===== config.mk =====
export PLATFORM = sky130hd
export DESIGN_NAME = multicycle_ctrl_flat
export DESIGN_NICKNAME = d
export VERILOG_FILES = /design/src/rtl/multicycle_ctrl_pkg.sv /design/src/rtl/multicycle_ctrl_if.sv /design/src/rtl/multicycle_ctrl_decode.sv /design/src/rtl/multicycle_ctrl.sv /design/src/flat_wrapper.sv
export SDC_FILE = /design/constraint.sdc
export NUM_CORES = 1
export LEC_CHECK = 0
export BUFFER_PORTS_ARGS = -buffer_cell sky130_fd_sc_hd__buf_2
export CAP_MARGIN = 20
export CORE_UTILIZATION = 50
export DETAILED_ROUTE_END_ITERATION = 16
export PLACE_DENSITY_LB_ADDON = 0.08
export SETUP_SLACK_MARGIN = 0.4
export SYNTH_ARGS = -nofsm -noshare
export SYNTH_HDL_FRONTEND = slang
export SYNTH_SLANG_ARGS = --single-unit

===== constraint.sdc =====
create_clock -name clk -period 1.7 [get_ports clk]
set_input_delay 0.255 -clock clk [delete_from_list [all_inputs] [get_ports clk]]
set_output_delay 0.255 -clock clk [all_outputs]
set_load 0.02 [all_outputs]

===== src/rtl/multicycle_ctrl_pkg.sv =====
// Shared types and encodings for the lab3 multicycle controller.
//   state_t  : FSM state enum
//   OP_*     : IR[15:12] opcode values
//   ALU_*    : aluop encodings
//   SRC2_*   : alusrc2 encodings
//   PCSRC_*  : pcsrc encodings
//   ctrl_t   : full control word produced by ctrl_decode
package ctrl_pkg;

  typedef enum logic [3:0] {
    S_FETCH,
    S_DECODE,
    S_EXEC_R,
    S_EXEC_I,
    S_ALU_WB,
    S_MEM_ADDR,
    S_MEM_RD,
    S_MEM_WB,
    S_MEM_WR,
    S_BRANCH,
    S_JUMP,
    S_HALT
  } state_t;

  localparam logic [3:0] OP_ADD  = 4'h0;
  localparam logic [3:0] OP_SUB  = 4'h1;
  localparam logic [3:0] OP_AND  = 4'h2;
  localparam logic [3:0] OP_OR   = 4'h3;
  localparam logic [3:0] OP_ADDI = 4'h4;
  localparam logic [3:0] OP_LI   = 4'h5;
  localparam logic [3:0] OP_LW   = 4'h6;
  localparam logic [3:0] OP_SW   = 4'h7;
  localparam logic [3:0] OP_BEQ  = 4'h8;
  localparam logic [3:0] OP_J    = 4'h9;
  localparam logic [3:0] OP_HALT = 4'hF;

  localparam logic [2:0] ALU_ADD = 3'b000;
  localparam logic [2:0] ALU_SUB = 3'b001;
  localparam logic [2:0] ALU_AND = 3'b010;
  localparam logic [2:0] ALU_OR  = 3'b011;

  localparam logic [1:0] SRC2_RD2 = 2'b00;
  localparam logic [1:0] SRC2_ONE = 2'b01;
  localparam logic [1:0] SRC2_IMM = 2'b10;

  localparam logic [1:0] PCSRC_ALU    = 2'b00;
  localparam logic [1:0] PCSRC_ALUOUT = 2'b01;
  localparam logic [1:0] PCSRC_JUMP   = 2'b10;

  typedef struct packed {
    logic       mem_req;
    logic       iord;
    logic       memwrite;
    logic       irwrite;
    logic       pcwrite;
    logic       pcwritecond;
    logic [1:0] pcsrc;
    logic       alusrca;
    logic       alusrc1;
    logic [1:0] alusrc2;
    logic [2:0] aluop;
    logic       regwrite;
    logic       memtoreg;
    logic       illegal;
    logic       halted;
  } ctrl_t;

  // Opcodes 0xA..0xE have no defined instruction.
  function automatic logic is_illegal(input logic [3:0] op);
    return (op >= 4'hA) && (op <= 4'hE);
  endfunction

endpackage


===== src/rtl/multicycle_ctrl_if.sv =====
// Shared instruction/data memory handshake.
//   mem_req   : access request (controller -> memory)
//   iord      : address select, 0 = PC, 1 = ALUOut
//   memwrite  : write qualifier, valid with mem_req
//   mem_ready : memory completes the current request this cycle
interface multicycle_ctrl_if;
  logic mem_req;
  logic iord;
  logic memwrite;
  logic mem_ready;

  modport master (output mem_req, output iord, output memwrite, input mem_ready);
  modport slave  (input mem_req, input iord, input memwrite, output mem_ready);
endinterface


===== src/rtl/multicycle_ctrl_decode.sv =====
// Combinational state -> control-word decoder.
//   i_state     : current FSM state
//   i_opcode    : IR[15:12]
//   i_mem_ready : memory handshake, qualifies the fetch write enables
//   o_ctrl      : decoded control word (before reset gating)
module ctrl_decode
  import ctrl_pkg::*;
(
  input  state_t     i_state,
  input  logic [3:0] i_opcode,
  input  logic       i_mem_ready,
  output ctrl_t      o_ctrl
);

  always_comb begin
    o_ctrl = '0;
    case (i_state)
      S_FETCH: begin
        o_ctrl.mem_req = 1'b1;
        o_ctrl.alusrca = 1'b1;
        o_ctrl.alusrc2 = SRC2_ONE;
        o_ctrl.aluop   = ALU_ADD;
        o_ctrl.pcsrc   = PCSRC_ALU;
        o_ctrl.irwrite = i_mem_ready;
        o_ctrl.pcwrite = i_mem_ready;
      end
      S_DECODE: begin
        o_ctrl.alusrca = 1'b1;
        o_ctrl.alusrc2 = SRC2_IMM;
        o_ctrl.aluop   = ALU_ADD;
        o_ctrl.illegal = is_illegal(i_opcode);
      end
      S_EXEC_R: begin
        o_ctrl.alusrc2 = SRC2_RD2;
        o_ctrl.aluop   = i_opcode[2:0];
      end
      S_EXEC_I: begin
        o_ctrl.alusrc2 = SRC2_IMM;
        o_ctrl.aluop   = ALU_ADD;
        // LI: 0 + imm through the zero operand
        o_ctrl.alusrc1 = (i_opcode == OP_LI);
      end
      S_ALU_WB: o_ctrl.regwrite = 1'b1;
      S_MEM_ADDR: begin
        o_ctrl.alusrc2 = SRC2_IMM;
        o_ctrl.aluop   = ALU_ADD;
      end
      S_MEM_RD: begin
        o_ctrl.mem_req = 1'b1;
        o_ctrl.iord    = 1'b1;
      end
      S_MEM_WB: begin
        o_ctrl.regwrite = 1'b1;
        o_ctrl.memtoreg = 1'b1;
      end
      S_MEM_WR: begin
        o_ctrl.mem_req  = 1'b1;
        o_ctrl.iord     = 1'b1;
        o_ctrl.memwrite = 1'b1;
      end
      S_BRANCH: begin
        o_ctrl.alusrc2     = SRC2_RD2;
        o_ctrl.aluop       = ALU_SUB;
        o_ctrl.pcwritecond = 1'b1;
        o_ctrl.pcsrc       = PCSRC_ALUOUT;
      end
      S_JUMP: begin
        o_ctrl.pcwrite = 1'b1;
        o_ctrl.pcsrc   = PCSRC_JUMP;
      end
      S_HALT:  o_ctrl.halted = 1'b1;
      default: o_ctrl = '0;
    endcase
  end

endmodule


===== src/rtl/multicycle_ctrl.sv =====
// Moore multicycle control FSM for the lab3 16-bit datapath.
//   clk, reset      : clock (rising edge), async active-high reset
//   opcode          : IR[15:12]
//   zero            : ALU zero flag (consumed by the datapath via pcwritecond)
//   mem             : memory handshake (master side)
//   irwrite..halted : datapath selects/enables and status
//   instr_count     : retired-instruction counter, wraps silently
module multicycle_ctrl
  import ctrl_pkg::*;
#(
  parameter int CNT_W       = 16,
  parameter int MEM_TIMEOUT = 0
) (
  input  logic                 clk,
  input  logic                 reset,
  input  logic [3:0]           opcode,
  input  logic                 zero,
  multicycle_ctrl_if.master    mem,
  output logic                 irwrite,
  output logic                 pcwrite,
  output logic                 pcwritecond,
  output logic [1:0]           pcsrc,
  output logic                 alusrca,
  output logic                 alusrc1,
  output logic [1:0]           alusrc2,
  output logic [2:0]           aluop,
  output logic                 regwrite,
  output logic                 memtoreg,
  output logic                 illegal,
  output logic                 halted,
  output logic [CNT_W-1:0]     instr_count
);

  localparam int WAIT_W = (MEM_TIMEOUT > 0) ? $clog2(MEM_TIMEOUT + 1) : 1;

  state_t              r_state;
  state_t              w_next;
  logic                r_boot;
  logic [WAIT_W-1:0]   r_wait;
  logic                w_waiting;
  logic                w_timeout;
  logic                w_retire;
  ctrl_t               w_ctrl;
  logic                w_unused_zero;

  // Branch resolution happens in the datapath (pcwritecond & zero).
  assign w_unused_zero = zero;

  assign w_waiting = ((r_state == S_FETCH) || (r_state == S_MEM_RD) ||
                      (r_state == S_MEM_WR)) && !mem.mem_ready;
  assign w_timeout = (MEM_TIMEOUT != 0) && w_waiting &&
                     (r_wait == WAIT_W'(MEM_TIMEOUT));

  assign w_retire = !r_boot &&
                    ((r_state == S_ALU_WB) || (r_state == S_MEM_WB) ||
                     (r_state == S_BRANCH) || (r_state == S_JUMP) ||
                     ((r_state == S_MEM_WR) && mem.mem_ready) ||
                     ((r_state == S_DECODE) && (opcode == OP_HALT)));

  ctrl_decode u_decode (
    .i_state     (r_state),
    .i_opcode    (opcode),
    .i_mem_ready (mem.mem_ready),
    .o_ctrl      (w_ctrl)
  );

  // r_boot marks the first cycle after reset release; the FSM holds and all
  // write enables stay low so an aborted instruction cannot leave side effects.
  always_ff @(posedge clk or posedge reset) begin
    if (reset) r_boot <= 1'b1;
    else       r_boot <= 1'b0;
  end

  always_ff @(posedge clk or posedge reset) begin
    if (reset) r_state <= S_FETCH;
    else       r_state <= w_next;
  end

  always_comb begin
    w_next = r_state;
    if (!r_boot) begin
      case (r_state)
        S_FETCH:  if (mem.mem_ready) w_next = S_DECODE;
        S_DECODE: begin
          case (opcode)
            OP_ADD, OP_SUB, OP_AND, OP_OR: w_next = S_EXEC_R;
            OP_ADDI, OP_LI:                w_next = S_EXEC_I;
            OP_LW, OP_SW:                  w_next = S_MEM_ADDR;
            OP_BEQ:                        w_next = S_BRANCH;
            OP_J:                          w_next = S_JUMP;
            OP_HALT:                       w_next = S_HALT;
            default:                       w_next = S_FETCH;
          endcase
        end
        S_EXEC_R, S_EXEC_I: w_next = S_ALU_WB;
        S_ALU_WB, S_MEM_WB, S_BRANCH, S_JUMP: w_next = S_FETCH;
        S_MEM_ADDR: w_next = (opcode == OP_SW) ? S_MEM_WR : S_MEM_RD;
        S_MEM_RD: begin
          if (mem.mem_ready)  w_next = S_MEM_WB;
          else if (w_timeout) w_next = S_FETCH;
        end
        S_MEM_WR: if (mem.mem_ready || w_timeout) w_next = S_FETCH;
        S_HALT:   w_next = S_HALT;
        default:  w_next = S_FETCH;
      endcase
    end
  end

  // Timeout from FETCH leaves the state unchanged, so clear on timeout as well.
  always_ff @(posedge clk or posedge reset) begin
    if (reset)                                            r_wait <= '0;
    else if ((w_next != r_state) || w_timeout || !w_waiting) r_wait <= '0;
    else if (MEM_TIMEOUT != 0)                            r_wait <= r_wait + WAIT_W'(1);
  end

  always_ff @(posedge clk or posedge reset) begin
    if (reset)         instr_count <= '0;
    else if (w_retire) instr_count <= instr_count + CNT_W'(1);
  end

  always_comb begin
    mem.mem_req  = 1'b0;
    mem.iord     = 1'b0;
    mem.memwrite = 1'b0;
    irwrite      = 1'b0;
    pcwrite      = 1'b0;
    pcwritecond  = 1'b0;
    pcsrc        = '0;
    alusrca      = 1'b0;
    alusrc1      = 1'b0;
    alusrc2      = '0;
    aluop        = '0;
    regwrite     = 1'b0;
    memtoreg     = 1'b0;
    illegal      = 1'b0;
    halted       = 1'b0;
    if (!reset) begin
      mem.mem_req  = w_ctrl.mem_req;
      mem.iord     = w_ctrl.iord;
      mem.memwrite = w_ctrl.memwrite & ~r_boot;
      irwrite      = w_ctrl.irwrite & ~r_boot;
      pcwrite      = w_ctrl.pcwrite & ~r_boot;
      pcwritecond  = w_ctrl.pcwritecond & ~r_boot;
      pcsrc        = w_ctrl.pcsrc;
      alusrca      = w_ctrl.alusrca;
      alusrc1      = w_ctrl.alusrc1;
      alusrc2      = w_ctrl.alusrc2;
      aluop        = w_ctrl.aluop;
      regwrite     = w_ctrl.regwrite & ~r_boot;
      memtoreg     = w_ctrl.memtoreg;
      illegal      = w_ctrl.illegal | w_timeout;
      halted       = w_ctrl.halted;
    end
  end

endmodule


===== src/flat_wrapper.sv =====
// flat-port wrapper written by rule: the top's interface ports become plain ports
module multicycle_ctrl_flat import ctrl_pkg::*;
#(
  parameter int CNT_W       = 16,
  parameter int MEM_TIMEOUT = 0
)
  (clk, reset, opcode, zero, irwrite, pcwrite, pcwritecond, pcsrc, alusrca, alusrc1, alusrc2, aluop, regwrite, memtoreg, illegal, halted, instr_count, mem_mem_req, mem_iord, mem_memwrite, mem_mem_ready);
  multicycle_ctrl_if mem_i ();
  input  logic clk;
  input  logic reset;
  input  logic [3:0] opcode;
  input  logic zero;
  output logic irwrite;
  output logic pcwrite;
  output logic pcwritecond;
  output logic [1:0] pcsrc;
  output logic alusrca;
  output logic alusrc1;
  output logic [1:0] alusrc2;
  output logic [2:0] aluop;
  output logic regwrite;
  output logic memtoreg;
  output logic illegal;
  output logic halted;
  output logic [CNT_W-1:0] instr_count;
  output wire logic [$bits(mem_i.mem_req)-1:0] mem_mem_req;
  output wire logic [$bits(mem_i.iord)-1:0] mem_iord;
  output wire logic [$bits(mem_i.memwrite)-1:0] mem_memwrite;
  input wire logic [$bits(mem_i.mem_ready)-1:0] mem_mem_ready;
  assign mem_mem_req = mem_i.mem_req;
  assign mem_iord = mem_i.iord;
  assign mem_memwrite = mem_i.memwrite;
  assign mem_i.mem_ready = mem_mem_ready;
  multicycle_ctrl #(.CNT_W(CNT_W), .MEM_TIMEOUT(MEM_TIMEOUT)) u_core (.clk(clk), .reset(reset), .opcode(opcode), .zero(zero), .mem(mem_i), .irwrite(irwrite), .pcwrite(pcwrite), .pcwritecond(pcwritecond), .pcsrc(pcsrc), .alusrca(alusrca), .alusrc1(alusrc1), .alusrc2(alusrc2), .aluop(aluop), .regwrite(regwrite), .memtoreg(memtoreg), .illegal(illegal), .halted(halted), .instr_count(instr_count));
endmodule

==> flow_summary.toml, run 1 <==
[place]
dp.cells = 237
post-dp-hpwl_um = 2630
gp_congestion = 0.865
port_buffers = 41

[yosys]
syn-instance-count = 156
syn_nets = 165
yosysTopAreaCellShare = 0.363
synth.avg_cell_area_um2 = 8.83
synth_flop_cell = "dfrtp_1"
yosys-top-cells-area = "dfrtp_1 36%, xnor2_1 9.5%, nand2_1 4.9%"
ys_types = 45
yosys-top-cells-count = "20 x dfrtp_1, 18 x nand2_1, 15 x xnor2_1, 14 x nor2_1, 9 x and3_1"
synth_area_mm2 = 0.00138
yosysWarnings = 0
synthArstFlopShare = 1.00
synth_edf_count = 0
synth_top_cell_by_area = "dfrtp_1"
ys_ff_latch = 21
yosysSeqAreaShare = 0.382
synth.most_common_cell = "dfrtp_1"

[die]
die_h_um = 54.5
dieWidth_um = 54.5
num_io_pins = 43
num_rows = 18
start_util = 0.541

[global_route]
grt_max_degree = 22

[clock_network]
root_buffer = "clkbuf_4"
cts-buffers-inserted = 3
cts-hold-fix-buffers = 0
clock_sinks = 21
clock_path_buffers = 2
clock_tree.htree_level_count = 1

[run_status]
outcome = "stopped before the end"
toolErrorMsg = "[ERROR DPL-0038] Utilization greater than 100%, impossible to legalize"
stop_stage = "5_1_grt"

[sta]
worstEndpointType = "top-level output"
worst_endpoint = "irwrite"
## metrics by stage
stage                     hold WS (ps)  utilization  worst slack, ps  cell area [um^2]  setup TNS [ps]
after CTS                          143        0.957             -219              2440           -4260
after global placement             447        0.743            -4.42              1890           -4.42
after floorplan                    306            -             -107              1590            -171
after detailed placement           452        0.743            -50.5              1890           -66.7
## logic make-up after synthesis
logic type	share of synthesized area
xor gates and xnor gates	0.102
muxes	0.00817
DFF	0.382
buffers and inverters	0.0409
AOI/OAI and AO/OA	0.129
other	0.00272
and+or+nand+nor	0.326
adders and majority gates	0.00908
## timing repair
item / in CTS
setup endpoints to repair: 39
pin swaps: 30
resized for setup: 78
hold endpoints to repair: 0
buffers inserted: 26
==> run 2: changes to the inputs <==
--- a/config.mk
+++ b/config.mk
@@ -7,10 +7,10 @@
 export LEC_CHECK = 0
 export BUFFER_PORTS_ARGS = -buffer_cell sky130_fd_sc_hd__buf_2
 export CAP_MARGIN = 20
-export CORE_UTILIZATION = 50
+export CORE_AREA = 2 2 63 65
 export DETAILED_ROUTE_END_ITERATION = 16
-export PLACE_DENSITY_LB_ADDON = 0.08
-export SETUP_SLACK_MARGIN = 0.4
+export DIE_AREA = 0 0 65 67
+export PLACE_DENSITY_LB_ADDON = 0.15
 export SYNTH_ARGS = -nofsm -noshare
 export SYNTH_HDL_FRONTEND = slang
 export SYNTH_SLANG_ARGS = --single-unit
==> run 2 against run 1 <==
Against the previous run:
- the flow now finishes, with violations (negative setup slack)
- area after synthesis unchanged
- synthesized cell count did not move
==> flow_summary.toml, run 2 <==
[clock_network]
clock_sinks = 21
root_buffer = "clkbuf_8"
clock_path_buffers = 2
clock_tree.htree_level_count = 1
worstSkewPairLatency_ps = 260
clkTransAtPathRegs_ps = 80
cts-buffers-inserted = 3
tritoncts = "built"
cts-hold-fix-buffers = 0

[setup_path]
r2r_setup_slack_ps = -240
crit_family = "simple AND/OR/NAND/NOR gates"
critPathLaunchType = "register"
crit_type = "reg2out"
critPathMaxStageDelay_ps = 450
required_ps = 1440
crit_top_cell = "buf_6"
critPathMaxFanout = 4
cp.arrival_ps = 1730
crit_cells = 7
r2r-end = "u_core.instr_count[12]"
crit_slowest_cell = "dfrtp_2"
crit_buf_inv = 3
r2r_start = "u_core.r_state[1]"
crit_chain = "buf_4 > buf_6 > nand3b_1 > o21ai_2 > and3_4 > or2_4 > buf_6"
cp-end-kind = "output pin"
reg2reg_depth = 10

[yosys]
yosysSeqAreaShare = 0.382
synth.most_common_cell = "dfrtp_1"
yosysWarnings = 0
synth_flop_cell = "dfrtp_1"
synth_edf_count = 0
synth_top_cell_by_area = "dfrtp_1"
yosys-top-cells-area = "dfrtp_1 36%, xnor2_1 9.5%, nand2_1 4.9%"
ys_types = 45
yosysTopAreaCellShare = 0.363
yosys-top-cells-count = "20 x dfrtp_1, 18 x nand2_1, 15 x xnor2_1, 14 x nor2_1, 9 x and3_1"
syn_nets = 165
synthArstFlopShare = 1.00
synth_area_mm2 = 0.00138
ys_ff_latch = 21
synth.avg_cell_area_um2 = 8.83
syn-instance-count = 156

[global_route]
grt_pass1_wl_um = 7220
grt_remaining_overflow = 0
grt_pass1_vias = 1500
grt_usage = 0.216
antenna_found_initial = 0
grt_max_degree = 22

[finish]
drive_above_1_share = 0.596
largest_reg_flops = 16
final_cell_mix = "30 x buf_6, 25 x buf_2, 25 x buf_4"
design_area_mm2 = 0.00245
num_antenna_cells = 0
largest-register = "u_core.instr_count"
nets = 245
areaGrowthSynthToFinish_pct = 78.1
fin_util = 0.680
reg_top3 = "u_core.instr_count (16), u_core.r_state (4), u_core.r_boot (1)"
final_common_cell = "buf_6"

[power]
ir_drop_uv = 867
power_density_mw_per_mm2 = 1380
p_leak_nw = 1.17

[sta]
period_needed_ps = 1980
post-route-period-util = 1.17
finalSetupViolCount = 34
max_freq_mhz = 504
setup_ws_ps = -283
fin_skew_ps = 6.56
finalHoldViolCount = 0
final_max_slew_viol_count = 0
rsz0062_at_grt = "true"

[drt]
via_count = 1543
routed-wl-met3_um = 184
post_drt_wl_per_cell_um = 16.6
wl_um = 4710
wl_met2_um = 2520
drt-met1-wl_um = 1960
highest_layer = "met4"
drt_pass1_iterations = 5
drc_errors = 0
drtAntennaViolNets = 0
drtIter0Drc = 95
via_per_inst = 5.45

[die]
num_io_pins = 43
die-area_mm2 = 0.00436
dieWidth_um = 65
num_rows = 22
core_area_mm2 = 0.00361
start_util = 0.382
die_h_um = 67

[run_status]
outcome = "complete, but fails checks"
failed_checks = "negative setup slack"

[place]
post-dp-hpwl_um = 2740
gp_congestion = 0.860
dpl_cell_area_mm2 = 0.00182
port_buffers = 41

[job]
maxCapViolCount = 0

[min_path]
min_path_type = "in2async"
[run 2: cell counts after synthesis]
No cell type changed its count.
[run 2: metrics by stage]
| step | std cells | worst slack, ps | hold WS, ps | setup TNS (ps) | total power, mW |
|---|---|---|---|---|---|
| global route | 283 | -330 | 271 | -7330 | 3.57 |
| CTS | 278 | -261 | 202 | -3880 | 3.09 |
| finish | 283 | -283 | 239 | -4960 | 3.39 |
| floorplan | 156 | -66.6 | 326 | -134 | 1.57 |
| detailed placement | 256 | -65.2 | 441 | -116 | 2.05 |
| global placement | 256 | -15.7 | 433 | -15.7 | 2.03 |
[run 2: cells by family after synthesis]
family | after synthesis | synth area share
xor+xnor | 16 | 0.102
simple gates | 81 | 0.326
mux | 1 | 0.00817
buf+inv | 12 | 0.0409
other cells | 1 | 0.00272
fa+ha+maj | 1 | 0.00908
flops | 21 | 0.382
compound gates | 23 | 0.129
[run 2: where the power goes]
group | total, mW | switching, mW | internal, mW
Sequential | 0.740 | 0.142 | 0.597
Clock | 0.326 | 0.163 | 0.163
Combinational | 2.33 | 1.13 | 1.20
Total | 3.39 | 1.43 | 1.96
[run 2: worst max path at each step]
stage,endpoint,slack (ps),from
3_5_place_dp,u_core.instr_count[1],-70,u_core.r_state[1]
4_1_cts,illegal,-260,u_core.r_state[1]
3_3_place_gp,u_core.instr_count[1],-20,u_core.r_state[1]
2_1_floorplan,irwrite,-70,u_core.r_state[2]
6_report,mem_mem_req,-280,u_core.r_state[1]
5_1_grt,illegal,-330,u_core.r_state[1]
[run 2: worst register-to-register path: cells and delay by family, from the launching register on]
| family | cells | cell delay [ps] |
|---|---|---|
| simple gates | 3 | 330 |
| flops | 1 | 450 |
| compound gates | 1 | 190 |
| xor+xnor | 1 | 210 |
| buf+inv | 5 | 670 |
[run 2: layout make-up]
cell class	count	area, um^2
multi-input combinational	123	1090
clock inverter	1	5.00
fill	268	1150
sequential	21	531
inverter	4	25.0
timing repair buffer	83	701
clock buffer	3	41.3
tap	48	60.1
[run 2: per-layer routing]
layer  GRT usage  up-vias
met5           0        -
met4      0.0585        0
met3      0.0321        6
met2       0.385       50
met1       0.271      764
li1            -      723
[run 2: timing repair]
| item | in CTS | in global routing |
|---|---|---|
| pin swaps | 16 | 17 |
| buffers inserted | 18 | 7 |
| cloned | 0 | 0 |
| resized for setup | 71 | 37 |
| setup endpoints to repair | 27 | 37 |
Power figures use the tool's default switching activity.
==> run 3: changes to the inputs <==
--- a/config.mk
+++ b/config.mk
@@ -5,11 +5,11 @@
 export SDC_FILE = /design/constraint.sdc
 export NUM_CORES = 1
 export LEC_CHECK = 0
+export ABC_AREA = 1
 export BUFFER_PORTS_ARGS = -buffer_cell sky130_fd_sc_hd__buf_2
 export CAP_MARGIN = 20
-export CORE_AREA = 2 2 63 65
+export CORE_UTILIZATION = 40
 export DETAILED_ROUTE_END_ITERATION = 16
-export DIE_AREA = 0 0 65 67
 export PLACE_DENSITY_LB_ADDON = 0.15
 export SYNTH_ARGS = -nofsm -noshare
 export SYNTH_HDL_FRONTEND = slang
==> run 3 against run 2 <==
Against the previous run:
- the flow now finishes without violations
- maximum frequency increased by 18%
- register-to-register slack improved by 400 ps
- clock power about the same
- area after synthesis increased by 18%
- clock skew decreased by 1.7 ps
- clock-buffer cell count increased by 1
- combinational power decreased by 55%
- non-clock buffer count decreased by 38
- power decreased by 38%
- worst hold slack got worse by 140 ps
- synthesized cell count increased by 61%
- sequential share of layout area increased by 4.8 points
==> flow_summary.toml, run 3 <==
[run_status]
outcome = "complete, no violations"

[setup_path]
cp.arrival_ps = 1420
critPathMaxFanout = 5
critPathLaunchType = "register"
crit_type = "reg2out"
reg2reg_depth = 8
required_ps = 1440
cp-end-kind = "output pin"

[power]
p_leak_nw = 1.03
power_mw = 2.12
power_density_mw_per_mm2 = 1050
ir_drop_uv = 629

[min_path]
min_path_type = "in2async"

[clock_network]
clock_path_buffers = 2
cts-hold-fix-buffers = 0
clock_sinks = 21
clock_tree.htree_level_count = 1
tritoncts = "built"
clkTransAtPathRegs_ps = 80
worstSkewPairLatency_ps = 260
root_buffer = "clkbuf_8"
cts-buffers-inserted = 3

[job]
maxCapViolCount = 0

[drt]
drtIter0Drc = 80
drtAntennaViolNets = 0
drt_pass1_iterations = 4
drc_errors = 0
via_per_inst = 4.78
wl_um = 3960
post_drt_wl_per_cell_um = 11.5
via_count = 1650

[global_route]
grt_usage = 0.193
grt_max_degree = 20
antenna_found_initial = 0
grt_pass1_wl_um = 6550
grt_pass1_vias = 1423
grt_remaining_overflow = 0

[finish]
drive_above_1_share = 0.327
fillCellCount = 395
largest-register = "u_core.instr_count"
nets = 307
num_antenna_cells = 0
final_cells = 345
final_common_cell = "nand2_1"
design_area_mm2 = 0.00201
reg_top3 = "u_core.instr_count (16), u_core.r_state (4), u_core.r_boot (1)"
seq_area_um2 = 532
largest_reg_flops = 16
final_cell_mix = "85 x nand2_1, 38 x buf_2, 27 x nor2_1"
areaGrowthSynthToFinish_pct = 23.3
multi_input_area_mm2 = 0.00103

[yosys]
ys_types = 31
yosys-top-cells-area = "dfrtp_1 31%, nand2_1 20%, nand2_2 8.4%"
synth_area_mm2 = 0.00163
synthArstFlopShare = 1.00
yosysWarnings = 0
synth.most_common_cell = "nand2_1"
ys_ff_latch = 21
yosysTopAreaCellShare = 0.307
yosys-top-cells-count = "87 x nand2_1, 31 x nor2_1, 22 x nand2_2, 20 x dfrtp_1, 19 x inv_1"
syn_nets = 260
synth_edf_count = 0
synth.avg_cell_area_um2 = 6.49
syn-instance-count = 251
synth_top_cell_by_area = "dfrtp_1"
yosysSeqAreaShare = 0.323
synth_flop_cell = "dfrtp_1"

[sta]
finalHoldViolCount = 0
post-route-period-util = 0.985
period_needed_ps = 1670
final_max_slew_viol_count = 0
hold_ws_ps = 102
setup_ws_ps = 25.5
fin_skew_ps = 4.88
finalSetupViolCount = 0
max_freq_mhz = 597
rsz0062_at_grt = "true"

[die]
num_rows = 22
die_h_um = 65.8
start_util = 0.432
core_area_mm2 = 0.00377
die-area_mm2 = 0.00433
dieWidth_um = 65.8
num_io_pins = 43

[place]
port_buffers = 41
post-dp-hpwl_um = 3010
dpl_cell_area_mm2 = 0.00190
dp_worst_setup_slack_ps = 175
dp.cells = 341
gp_congestion = 0.873
[run 3: logic make-up (layout without fill, tap and decap cells)]
kind of cell / Yosys count / in the layout / share of synthesized area
compound gates: 23 / 23 / 0.0791
simple gates: 171 / 171 / 0.467
xor+xnor: 8 / 8 / 0.0430
buf+inv: 26 / 72 / 0.0776
flops: 21 / 21 / 0.323
fa+ha+maj: 1 / 1 / 0.00768
other cells: 1 / 1 / 0.00230
[run 3: critical path: stages, from the launching register on]
cell	delay [ps]
dfrtp_2	460
nor2_4	160
buf_6	130
nand2_1	80
o21ai_0	150
buf_2	180
[run 3: cell type report]
class | count | share of cell area
clock buffer | 4 | 0.0224
tap | 48 | 0.0299
inverter | 23 | 0.0473
timing repair buffer | 45 | 0.123
multi-input combinational | 204 | 0.513
sequential | 21 | 0.265
[run 3: path summary, 6_finish.rpt]
kind	end	from	slack [ps]
min	u_core.instr_count[2]	reset	100
max in group asynchronous	u_core.r_state[1]	reset	1370
max reg2reg	u_core.instr_count[14]	u_core.r_state[1]	160
min reg2reg	u_core.instr_count[1]	u_core.instr_count[1]	540
max	aluop[0]	u_core.r_state[3]	30
min in group clk	u_core.r_state[0]	mem_mem_ready	390
[run 3: per-layer routing]
layer	GRT usage	vias up	routed length, um
li1	-	880	-
met2	0.282	38	1640
met3	0.0310	2	189
met1	0.300	730	2110
met4	0.0272	0	10
met5	0	-	0
[run 3: what timing repair did]
| action | in CTS | in global routing |
|---|---|---|
| pin swaps | 1 | 2 |
| gates resized for setup | 7 | 15 |
| setup buffers | 0 | 0 |
| endpoints found under the setup margin | 4 | 11 |
[run 3: power by group]
part	internal [mW]	switching [mW]	total (mW)
Sequential	0.586	0.152	0.738
Clock	0.167	0.161	0.328
Combinational	0.364	0.688	1.05
[run 3: stage by stage]
stage	setup TNS, ps	util
2_1_floorplan	0	-
3_3_place_gp	0	0.503
3_5_place_dp	0	0.503
4_1_cts	0	0.520
5_1_grt	-273	0.533
6_report	0	0.533
==> run 4: changes to the inputs <==
--- a/config.mk
+++ b/config.mk
@@ -5,10 +5,11 @@
 export SDC_FILE = /design/constraint.sdc
 export NUM_CORES = 1
 export LEC_CHECK = 0
-export ABC_AREA = 1
 export BUFFER_PORTS_ARGS = -buffer_cell sky130_fd_sc_hd__buf_2
 export CAP_MARGIN = 20
-export CORE_UTILIZATION = 40
+export CELL_PAD_IN_SITES_DETAIL_PLACEMENT = 1
+export CELL_PAD_IN_SITES_GLOBAL_PLACEMENT = 2
+export CORE_UTILIZATION = 29
 export DETAILED_ROUTE_END_ITERATION = 16
 export PLACE_DENSITY_LB_ADDON = 0.15
 export SYNTH_ARGS = -nofsm -noshare
==> run 4 against run 3 <==
Against the previous run:
- sequential power rose by 3.9%
- cell count fell by 14%
- maximum frequency fell by 16%
- clock-buffer cell count fell by 1
- combinational power rose by 140%
- critical path type unchanged
- global-route usage rose by 0.52 points
- non-clock buffer count rose by 48
- wire length rose by 36%
- worst hold slack got worse by 46 ps
- sequential share of layout area fell by 5.7 points
- setup slack got worse by 310 ps
- register-to-register slack got worse by 390 ps
- the flow now finishes with violations (negative setup slack)
==> flow_summary.toml, run 4 (synthesized netlist as in run 2, its figures left out) <==
[finish]
multi_input_area_mm2 = 0.00108
final_common_cell = "buf_4"
areaGrowthSynthToFinish_pct = 85.7
seq_area_um2 = 532
final_cells = 297
final_cell_mix = "41 x buf_4, 23 x buf_2, 23 x buf_6"
largest-register = "u_core.instr_count"
reg_top3 = "u_core.instr_count (16), u_core.r_state (4), u_core.r_boot (1)"
nets = 255
drive_above_1_share = 0.596
largest_reg_flops = 16
num_antenna_cells = 0
fillCellCount = 492

[power]
comb_power_share = 0.688
switchingPower_mw = 1.50
power_frac_seq = 0.213
pwr-share-clk = 0.099
power_density_mw_per_mm2 = 1410
ir_drop_uv = 734
switching_share = 0.416
p_leak_nw = 1.18
intPower_mw = 2.10

[setup_path]
critPathLaunchType = "register"
required_ps = 1440
crit_chain = "nor4b_4 > nand2_1 > nor4_2 > buf_4"
cp-end-kind = "output pin"
crit_buf_inv = 1
crit_family = "simple AND/OR/NAND/NOR gates"
critPathMaxStageDelay_ps = 480
cp.arrival_ps = 1730
crit_slowest_cell = "dfrtp_2"
critPathMaxFanout = 6
crit_type = "reg2out"

[clock_network]
cts-buffers-inserted = 3
worstSkewPairLatency_ps = 270
clock_sinks = 21
root_buffer = "clkbuf_8"
clkTransAtPathRegs_ps = 90
clock_tree.htree_level_count = 1
tritoncts = "built"
clock_path_buffers = 2

[drt]
wl_um = 5370
post_drt_wl_per_cell_um = 18.1
drtAntennaViolNets = 0
drt_pass1_iterations = 6
drc_errors = 0
drtIter0Drc = 47
via_count = 1562
via_per_inst = 5.26

[die]
num_io_pins = 43
die-area_mm2 = 0.00503
die_h_um = 70.9
dieWidth_um = 70.9
start_util = 0.308
num_rows = 24
core_area_mm2 = 0.00447

[global_route]
grt_pass1_wl_um = 7910
grt_pass1_vias = 1611
grt_usage = 0.198
antenna_found_initial = 0
grt_remaining_overflow = 0
grt_max_degree = 20

[sta]
fin_skew_ps = 6.77
max_freq_mhz = 504
setup_ws_ps = -283
final_max_slew_viol_count = 0
post-route-period-util = 1.17
finalSetupViolCount = 35
period_needed_ps = 1980
rsz0062_at_grt = "true"
finalHoldViolCount = 0

[job]
maxCapViolCount = 0

[min_path]
min_path_type = "in2async"

[place]
dp_worst_setup_slack_ps = -45.6
dp.cells = 262
port_buffers = 41
post-dp-hpwl_um = 3170
gp_congestion = 0.756

[run_status]
outcome = "complete, but fails checks"
failed_checks = "negative setup slack"
==> run 4: changes by cell type in the layout (fill, tap and decap cells not counted), moves of 16 or more <==
| cell | previous run | this run |
|---|---|---|
| buf_4 | 6 | 41 |
| buf_6 | 1 | 23 |
| inv_1 | 17 | 1 |
| nand2_1 | 85 | 11 |
| nand2_2 | 23 | 6 |
| nor2_1 | 27 | 9 |
==> run 4: what timing repair did <==
action                                  CTS  global route
hold buffers                              0             0
setup buffers                            15            15
endpoints found under the setup margin   27            37
pin swaps                                10            20
resized for setup                        54            42
gates cloned                              1             1
==> run 4: cell type report <==
type | count | share of cell area
Clock buffer | 3 | 0.0161
Multi-Input combinational cell | 123 | 0.423
Tap cell | 52 | 0.0254
Sequential cell | 21 | 0.208
Clock inverter | 1 | 0.00196
Inverter | 4 | 0.00978
Timing Repair Buffer | 93 | 0.315
==> run 4: power groups by stage <==
| stage | Combinational, mW | Sequential (mW) | Clock, mW |
|---|---|---|---|
| finish | 2.47 | 0.767 | 0.356 |
| global route | 2.62 | 0.784 | 0.373 |
| CTS | 1.98 | 0.746 | 0.361 |
| detailed placement | 1.36 | 0.750 | 0 |
| global placement | 1.32 | 0.738 | 0 |
| floorplan | 0.806 | 0.760 | 0 |
==> run 4: worst reg2reg max path, delay by kind of cell, from the launching register on <==
kind	cells	cell delay (ps)
compound gates	1	220
flops	1	470
xor+xnor	1	210
buf+inv	3	520
simple gates	3	410
==> run 4: routing by layer <==
layer,up-vias,wire [um],global-route usage
met5,-,0,0
met4,0,81,0.0622
met3,8,111,0.0214
met2,28,3020,0.376
met1,782,2150,0.232
li1,744,-,-
==> run 4: through the flow <==
step / hold WS (ps) / util / TNS (ps) / area [um^2] / power, mW
after global placement: 316 / 0.412 / -12.2 / 1840 / 2.06
final: 55.9 / 0.572 / -5320 / 2560 / 3.60
after detailed placement: 321 / 0.412 / -49.4 / 1840 / 2.10
after CTS: 45.5 / 0.500 / -3340 / 2240 / 3.09
after floorplan: 326 / - / -134 / 1450 / 1.57
after global routing: 76.6 / 0.572 / -7430 / 2560 / 3.78
==> run 4: final timing paths <==
kind                                         from  cells past startpoint                endpoint  slack [ps]
min reg2reg                u_core.instr_count[15]                      1  u_core.instr_count[15]         460
min                                         reset                      3       u_core.r_state[2]          60
max                             u_core.r_state[2]                      4                 illegal        -280
min in group clk                        opcode[3]                      4       u_core.r_state[2]         420
max reg2reg                     u_core.r_state[2]                      8   u_core.instr_count[6]        -230
max in group asynchronous                   reset                      3       u_core.r_state[3]        1340
